`config.mk`:
```
export PLATFORM = sky130hd
export DESIGN_NAME = mod_exp_ctrl
export DESIGN_NICKNAME = d
export VERILOG_FILES = /design/src/rtl/rsa_pkg.sv /design/src/rtl/mod_exp_ctrl_mm_issue.sv /design/src/rtl/mod_exp_ctrl.sv
export SDC_FILE = /design/constraint.sdc
export NUM_CORES = 1
export LEC_CHECK = 0
export CAP_MARGIN = 10
export CORE_ASPECT_RATIO = 1.2
export CORE_MARGIN = 5
export CORE_UTILIZATION = 40
export CTS_BUF_LIST = sky130_fd_sc_hd__clkbuf_4 sky130_fd_sc_hd__clkbuf_8
export CTS_CLUSTER_DIAMETER = 60
export CTS_CLUSTER_SIZE = 40
export DETAILED_ROUTE_END_ITERATION = 8
export GPL_TIMING_DRIVEN = 0
export MAX_ROUTING_LAYER = met4
export PLACE_DENSITY = 0.66
export SLEW_MARGIN = 20
export SYNTH_ARGS = -nofsm -noshare
export SYNTH_HDL_FRONTEND = slang
export SYNTH_SLANG_ARGS = --single-unit
```
`constraint.sdc`:
```
create_clock -name clk -period 2.51 [get_ports clk]
set_input_delay 0.251 -clock clk [delete_from_list [all_inputs] [get_ports clk]]
set_output_delay 0.251 -clock clk [all_outputs]
set_load 0.01 [all_outputs]
```
`src/rtl/rsa_pkg.sv`:
```
// Shared definitions for the RSA exponentiation path: default widths and the
// sequencer/handshake state encodings.
package rsa_pkg;

  localparam int BITS_DEF     = 16;
  localparam int EXP_BITS_DEF = 16;

  typedef enum logic [2:0] {
    IDLE,
    TO_MONT_X,
    TO_MONT_ONE,
    SQUARE,
    MULT,
    FROM_MONT,
    FINISH
  } state_t;

  typedef enum logic [1:0] {
    ISSUE,
    WAIT,
    RELEASE
  } phase_t;

endpackage

```
`src/rtl/mod_exp_ctrl_mm_issue.sv`:
```
// Go/done handshake with the Montgomery multiplier: raises mm_go, captures the
// product on mm_done, then drops mm_go for one cycle and flags the product ready.
module mm_issue
  import rsa_pkg::*;
#(
  parameter int BITS = BITS_DEF
) (
  input  logic            clk,
  input  logic            rst_n,
  input  logic            req,
  input  logic            mm_done,
  input  logic [BITS-1:0] mm_s,
  output logic            mm_go,
  output logic            prod_ready,
  output logic [BITS-1:0] prod
);

  phase_t          phase_reg, phase_next;
  logic [BITS-1:0] prod_reg;
  logic            capture;

  // Completion is accepted in ISSUE as well as WAIT, so a zero-latency multiplier works.
  assign capture = req && (phase_reg != RELEASE) && mm_done;

  always_ff @(posedge clk or negedge rst_n) begin
    if (!rst_n) begin
      phase_reg <= ISSUE;
      prod_reg  <= '0;
    end else begin
      phase_reg <= phase_next;
      if (capture) prod_reg <= mm_s;
    end
  end

  always_comb begin
    phase_next = phase_reg;
    if (req) begin
      case (phase_reg)
        ISSUE, WAIT: phase_next = mm_done ? RELEASE : WAIT;
        RELEASE:     phase_next = ISSUE;
        default:     phase_next = ISSUE;
      endcase
    end
  end

  always_comb begin
    mm_go      = req && ((phase_reg == ISSUE) || (phase_reg == WAIT));
    prod_ready = req && (phase_reg == RELEASE);
    prod       = prod_reg;
  end

endmodule

```
`src/rtl/mod_exp_ctrl.sv`:
```
// Modular exponentiation sequencer: converts into the Montgomery domain, runs a
// fixed-length left-to-right square-and-multiply loop, and converts back.
module mod_exp_ctrl
  import rsa_pkg::*;
#(
  parameter int BITS     = BITS_DEF,
  parameter int EXP_BITS = EXP_BITS_DEF
) (
  input  logic                clk,
  input  logic                rst_n,
  input  logic                start,
  input  logic [BITS-1:0]     base,
  input  logic [EXP_BITS-1:0] exponent,
  input  logic [BITS-1:0]     modulus,
  input  logic [BITS-1:0]     r2,
  output logic                busy,
  output logic                done,
  output logic                err,
  output logic [BITS-1:0]     result,
  output logic [BITS-1:0]     mm_a,
  output logic [BITS-1:0]     mm_b,
  output logic [BITS-1:0]     mm_m,
  output logic                mm_go,
  input  logic                mm_done,
  input  logic [BITS-1:0]     mm_s
);

  localparam int CNT_W = (EXP_BITS > 1) ? $clog2(EXP_BITS) : 1;
  localparam logic [BITS-1:0] ONE = BITS'(1);

  state_t              state_reg, state_next;
  logic [BITS-1:0]     base_reg, mod_reg, r2_reg, xbar_reg, acc_reg, result_reg;
  logic [EXP_BITS-1:0] exp_reg;
  logic [CNT_W-1:0]    cnt_reg;
  logic                err_reg;
  logic                mm_req, prod_ready;
  logic [BITS-1:0]     prod;
  logic                in_mm_state;

  assign in_mm_state = (state_reg == TO_MONT_X) || (state_reg == TO_MONT_ONE) ||
                       (state_reg == SQUARE) || (state_reg == MULT) ||
                       (state_reg == FROM_MONT);
  // An even modulus never reaches the multiplier.
  assign mm_req = in_mm_state && mod_reg[0];

  mm_issue #(.BITS(BITS)) u_issue (
    .clk        (clk),
    .rst_n      (rst_n),
    .req        (mm_req),
    .mm_done    (mm_done),
    .mm_s       (mm_s),
    .mm_go      (mm_go),
    .prod_ready (prod_ready),
    .prod       (prod)
  );

  always_ff @(posedge clk or negedge rst_n) begin
    if (!rst_n) begin
      state_reg  <= IDLE;
      base_reg   <= '0;
      exp_reg    <= '0;
      mod_reg    <= '0;
      r2_reg     <= '0;
      xbar_reg   <= '0;
      acc_reg    <= '0;
      result_reg <= '0;
      err_reg    <= 1'b0;
      cnt_reg    <= '0;
    end else begin
      state_reg <= state_next;
      case (state_reg)
        IDLE: if (start) begin
          base_reg   <= base;
          exp_reg    <= exponent;
          mod_reg    <= modulus;
          r2_reg     <= r2;
          result_reg <= '0;
          err_reg    <= 1'b0;
          cnt_reg    <= '0;
        end
        TO_MONT_X: begin
          if (!mod_reg[0]) err_reg <= 1'b1;
          else if (prod_ready) xbar_reg <= prod;
        end
        TO_MONT_ONE: if (prod_ready) begin
          acc_reg <= prod;
          cnt_reg <= CNT_W'(EXP_BITS - 1);
        end
        SQUARE: if (prod_ready) begin
          acc_reg <= prod;
          if (!exp_reg[cnt_reg] && (cnt_reg != '0)) cnt_reg <= cnt_reg - 1'b1;
        end
        MULT: if (prod_ready) begin
          acc_reg <= prod;
          if (cnt_reg != '0) cnt_reg <= cnt_reg - 1'b1;
        end
        FROM_MONT: if (prod_ready) result_reg <= prod;
        default: ;
      endcase
    end
  end

  always_comb begin
    state_next = state_reg;
    case (state_reg)
      IDLE:        if (start) state_next = TO_MONT_X;
      TO_MONT_X: begin
        if (!mod_reg[0])     state_next = FINISH;
        else if (prod_ready) state_next = TO_MONT_ONE;
      end
      TO_MONT_ONE: if (prod_ready) state_next = SQUARE;
      SQUARE: if (prod_ready) begin
        if (exp_reg[cnt_reg])      state_next = MULT;
        else if (cnt_reg == '0)    state_next = FROM_MONT;
        else                       state_next = SQUARE;
      end
      MULT: if (prod_ready) state_next = (cnt_reg == '0) ? FROM_MONT : SQUARE;
      FROM_MONT:   if (prod_ready) state_next = FINISH;
      FINISH:      state_next = IDLE;
      default:     state_next = IDLE;
    endcase
  end

  always_comb begin
    busy   = (state_reg != IDLE) && (state_reg != FINISH);
    done   = (state_reg == FINISH);
    err    = err_reg;
    result = result_reg;
    mm_m   = mod_reg;
    mm_a   = '0;
    mm_b   = '0;
    case (state_reg)
      TO_MONT_X:   begin mm_a = base_reg; mm_b = r2_reg;   end
      TO_MONT_ONE: begin mm_a = ONE;      mm_b = r2_reg;   end
      SQUARE:      begin mm_a = acc_reg;  mm_b = acc_reg;  end
      MULT:        begin mm_a = acc_reg;  mm_b = xbar_reg; end
      FROM_MONT:   begin mm_a = acc_reg;  mm_b = ONE;      end
      default: ;
    endcase
  end

endmodule
```
## After elaboration in Yosys (flattened, before gate mapping)

Index checks and enable logic that the tools add are counted.

| storage, ports and cells | value |
|---|---|
| bits in registers | 138 |
| bits in latches | 0 |
| RAM bits | 0 |
| memory bits (read-only) | 0 |
| input bits | 84 |
| output and inout port bits | 68 |
| word-level logic and storage cells | 94 |
| memories kept | 0 |

| cells by class | value |
|---|---|
| add/subtract/negate cells | 1 |
| $mul | 0 |
| divide/modulo/power cells | 0 |
| $lt $le $gt $ge | 1 |
| eq/ne operators | 19 |
| shifts and indexed selects | 0 |
| multiplexer cells | 29 |
| bitwise gates (word level) | 0 |
| reductions and logical operators | 32 |

Operators by type and width:

| kind | count |
|---|---|
| $pmux 16 s4 | 1 |
| $pmux 16 s3 | 1 |
| $mux 16 | 2 |
| $pmux 16 s2 | 1 |
| $mux 3 | 9 |
| $mux 4 | 6 |
| $pmux 3 s6 | 1 |
| $pmux 4 s4 | 1 |
| $ne 2x2->1 const B | 7 |
| $eq 3x3->1 const B | 3 |
| $reduce_and 3->1 | 3 |
| $reduce_bool 4->1 | 2 |
| $logic_and 1x1->1 | 7 |
| $reduce_and 7->1 | 1 |
| $eq 3x2->1 const B | 2 |
| $ne 3x3->1 const B | 2 |
| $reduce_and 6->1 | 1 |
| $reduce_or 3->1 | 2 |
| $logic_or 1x1->1 | 5 |
| $lt 4x5->1 const B | 1 |
| $bmux 1 s4 | 1 |
| $logic_not 4->1 | 1 |
| $mux 2 | 2 |
| $ne 2x1->1 const B | 2 |
| other kinds (13) | 18 |

## Longest topological paths before layout

| logic depth | value |
|---|---|
| depth in word-level cells | 10 |
| depth in mapped cells | 8 |
| gate-level depth less buffers | 7 |

## By module

Synthesis repeated with hierarchy kept, for this count alone.

| unflattened totals | value |
|---|---|
| cells, all modules | 549 |
| area total of the unflattened synthesis | 6,652.6 um2 |

Modules (own cells, without submodules):

| module | instances | cells each | area an instance (um2) | seq. area each (um2) |
|---|---|---|---|---|
| mod_exp_ctrl | 1 | 505 | 5,899.4 | 3,002.9 |
| mm_issue | 1 | 44 | 753.2 | 450.4 |

## Least setup slack after synthesis

No wires, ideal clock.

| timing path | value |
|---|---|
| kind | flip-flop to flip-flop |
| start point | reg cnt_reg[0] |
| end point | reg cnt_reg[2] |
| setup time | 0.125 ns |
| data arrival time | 1.859 ns |
| data required time | 2.385 ns |
| path slack | 0.526 ns |
| cell stages (with the launch flop) | 9 |
| buffers on the path | 1 |
| period minus slack after synthesis | 1.984 ns |
| cells stage by stage | dfrtp_1 > buf_2 > inv_1 > ha_1 > or3b_2 > a21oi_1 > a31oi_2 > nand3_2 > mux2_4 |

| on the way | value |
|---|---|
| word-level cells in the longest chain between the ends | 6 |
| elaborated cells on any way between the ends | 14 |
| classes of those cells | add/sub: 1; eq/ne: 2; mux: 7; reduce/logical: 4 |

RTL lines:

| item | RTL line | RTL |
|---|---|---|
| from (decl) | mod_exp_ctrl.sv:34 | `logic [CNT_W-1:0] cnt_reg;` |
| from (signal assigned) | mod_exp_ctrl.sv:87 | `cnt_reg <= CNT_W'(EXP_BITS - 1);` |
| from (signal assigned) | mod_exp_ctrl.sv:91 | `if (!exp_reg[cnt_reg] && (cnt_reg != '0)) cnt_reg <= cnt_reg - 1'b1;` |
| from (signal assigned) | mod_exp_ctrl.sv:95 | `if (cnt_reg != '0) cnt_reg <= cnt_reg - 1'b1;` |
| $bmux 1 s4 | mod_exp_ctrl.sv:91 |  |
| $mux 1 (not written as such) | mod_exp_ctrl.sv:91 |  |
| $logic_not 1->1 | mod_exp_ctrl.sv:91 |  |
| $logic_and 1x1->1 | mod_exp_ctrl.sv:91 |  |
| $ne 2x1->1 (no line) | - |  |
| $reduce_and 7->1 (no line) | - |  |

Parallel ways exist; a longest one is shown, timed or not. The select of a mux whose other input is x is not followed.
A chain may end at the register's enable or synchronous reset.

## Final worst setup path

| timing path | value |
|---|---|
| start point | reg state_reg[2] |
| end point | out mm_a[0] |

| on the way | value |
|---|---|
| word-level cells in the longest chain between the ends | 3 |
| elaborated cells on any way between the ends | 7 |
| classes of those cells | eq/ne: 5; mux: 1; reduce/logical: 1 |

RTL lines:

| item | RTL line | RTL |
|---|---|---|
| from (decl) | mod_exp_ctrl.sv:31 | `state_t state_reg, state_next;` |
| from (signal assigned) | mod_exp_ctrl.sv:70 | `state_reg <= state_next;` |
| $eq 3x2->1 or $eq 3x3->1 (tied branches) | mod_exp_ctrl.sv:132 | `case (state_reg)` |
| $reduce_or 3->1 (no line) | - |  |
| $pmux 16 s3 (*) | mod_exp_ctrl.sv:132 |  |
| to (decl) | mod_exp_ctrl.sv:20 | `output logic [BITS-1:0] mm_a,` |

Mark *: on every way between the ends. The rest lies on a longest branch, timed or not.

==> run_results.csv <==
group,metric,value,unit
run_status,outcome,"completed",
drt,num_vias,4912,
logic_synthesis,syn-num-nets,608,
logic_synthesis,synth_top_area_share,53.56,%
layout,antennaDiodeCount,0,
drt,routedWlPerCell,19.75,um
die,core,0.01570,mm^2
clock_tree,cts_buffers,17,
logic_synthesis,synth-main-ff-cell,"dfrtp_1",
clock_tree,htreeDepth,4,
power,power.leakage,3.810,nW
clock_tree,cts-root-buf,"clkbuf_8",
drt,post_drt_via_cell_ratio,5.357,
setup_path,crit_path_max_fanout,10,
grt,antenna_found_initial,0,
die,start_util,41.06,%
drt,drt-pass1-iter-count,4,
logic_synthesis,synth_area,0.006447,mm^2
clock_tree,cts_tree,"built",
timing,max_freq,414.4,MHz
die,num_rows,50,
setup_path,worstSetupEndpointType,"output pin",
drt,wl,18110,um
layout,drive_gt1_share,30.47,%
setup_path,crit_type,"flip-flop to output pin",
drt,ant_nets,0,
timing,hold_violations,0,
die,floorplan.die_area,0.01877,mm^2
min_path,hold_class,"input port to flip-flop",
logic_synthesis,yosysTopAreaCell,"dfrtp_1",
logic_synthesis,synth_top_cells_by_area,"dfrtp_1 (54%), mux2_2 (22%), a22oi_1 (3.8%)",
logic_synthesis,ys_seq_area_share,53.56,%
clock_tree,clockBufferDepth,2,
grt,grt_usage,20.31,%
clock_tree,clk_latency,450,ps
die,dieHeight,149.1,um
timing,clock_skew,9.169,ps
die,die_w,125.9,um
setup_path,required,2260,ps
timing,tightest_slew,764.8,ps
timing,fin_crit_sh,96.14,%
timing,setup_viol,0,
logic_synthesis,syn_avg_cell_area,12.35,um^2
place,dpl.hpwl,13310,um
clock_tree,cts.sinks,138,
layout,nets,784,
place,gp_congestion,0.9187,
timing,rsz0062_at_grt,"true",
grt,grt.overflow.total,0,
layout,fillCellCount,1343,
drt,drtIter0Drc,270,
setup_path,cp-start-kind,"flip-flop",
layout,area_growth_syn_to_layout,35.73,%
logic_synthesis,async_flop_share,100.0,%
grt,grt_max_degree,80,
clock_tree,clk_pin_slew,80,ps
timing,slew_headroom,48.82,%
timing,layout_min_cycle_time,2413,ps
timing,slew_violations,0,
layout,final_cell_mix,"dfrtp_1 (137), mux2_2 (128), clkdlybuf4s50_1 (116)",
logic_synthesis,synthDistinctLibCells,45,
timing,whs,368.3,ps
logic_synthesis,netlist_instances,522,
grt,grt_pass1_wl,28750,um
place,port_buffers,151,
logic_synthesis,yosys_warnings,0,
power,irDropWorstVdd,519.3,uV
logic_synthesis,synth_edf_count,0,
logic_synthesis,ys_ff_latch,138,
layout,register_area,0.003455,mm^2
setup_path,cp.arrival,2160,ps
job,cap_violations,0,
die,ioPinCount,152,
power,p_per_area,1229,mW/mm^2
layout,post-route-cell-area,0.008751,mm^2
drt,route.detailed.drc,0,
grt,grt_pass1_vias,5288,
layout,final_common_cell,"dfrtp_1",
place,placed_area,0.008252,mm^2
layout,multiInputGateArea,0.002830,mm^2
## synthesized netlist by cell type, types with 2 or more instances
library cell and count:
a21oi_1 8, a22o_1 16, a22oi_1 33, and3_1 3
buf_2 14, buf_4 6, clkbuf_1 15, dfrtp_1 138
ha_1 2, inv_1 4, mux2_2 128, mux2i_1 10
nand2_1 41, nand2b_1 3, nand3_1 3, nand3_2 2
nand3b_1 4, nor2_1 17, nor2b_1 10, nor3_1 3
o21ai_0 33, o22a_1 2, o22ai_1 2, o2bb2ai_1 2
or3_1 3
## area by class of cell
type | count | area share [%]
Tap cell | 208 | 2.974
Clock inverter | 8 | 0.8007
Timing Repair Buffer | 158 | 17.80
Buffer | 36 | 3.045
Clock buffer | 22 | 3.389
Multi-Input combinational cell | 343 | 32.34
Sequential cell | 138 | 39.48
Inverter | 4 | 0.1716
## per-stage QoR
stage	std cells	setup TNS, ps	power (mW)	setup WS, ps	util [%]
6_report	917	0	10.75	96.84	55.73
5_1_grt	917	-12.36	11.45	-7.089	55.73
4_1_cts	914	-277.2	10.81	-142.2	55.41
3_5_place_dp	882	-4681	9.107	-246.9	52.55
3_3_place_gp	881	-578640	8.928	-4171	52.34
2_1_floorplan	522	0	6.873	526.1	-
## metal layers
metal	wire [um]	vias up	GRT usage, %
li1	-	2253	-
met1	7728	2459	24.46
met2	9111	162	33.07
met3	775	38	4.405
met4	497	0	8.745
met5	0	-	-
## logic make-up after synthesis
family | after synthesis | synth area share (%)
mux | 139 | 24.14
flops | 138 | 53.56
compound gates | 107 | 11.55
simple gates | 94 | 7.103
buf+inv | 41 | 3.124
fa+ha+maj | 2 | 0.3881
xor+xnor | 1 | 0.1359
## power breakdown
group / switching [mW] / total [mW] / internal [mW]
logic: 2.36 / 5.08 / 2.72
clock network: 0.823 / 1.70 / 0.878
registers: 0.764 / 3.97 / 3.21
total: 3.94 / 10.8 / 6.81
## worst paths after layout
check | from | to | slack, ps | depth (start not counted)
max in group asynchronous | rst_n | xbar_reg[11]$_DFFE_PN0P_ | 1410 | 3
worst min register to register | result[5]$_DFFE_PN0P_ | result[5]$_DFFE_PN0P_ | 500 | 1
worst max-delay path | state_reg[2]$_DFFE_PN0P_ | mm_a[0] | 100 | 6
min in group asynchronous | rst_n | result[3]$_DFFE_PN0P_ | 380 | 2
worst min-delay path | modulus[0] | mm_m[0]$_DFFE_PN0P_ | 370 | 3
worst max register to register | mm_m[0]$_DFFE_PN0P_ | result[14]$_DFFE_PN0P_ | 160 | 7
## repair_timing
action / in CTS / in global routing
setup endpoints to repair: 35 / 26
endpoints found under the hold margin: 78 / 0
hold buffers: 1 / 0
resized for setup: 88 / 13
pin swaps: 0 / 1
setup buffers: 1 / 4
## worst max-delay path, cell delays in order, from the launching register on
cell             delay [ps]
dfrtp_1                 410
buf_4                   150
buf_4                   160
clkbuf_4                190
buf_4                   200
o31ai_1                 290
clkdlybuf4s15_1         300
(Power assumes the default switching activity.)
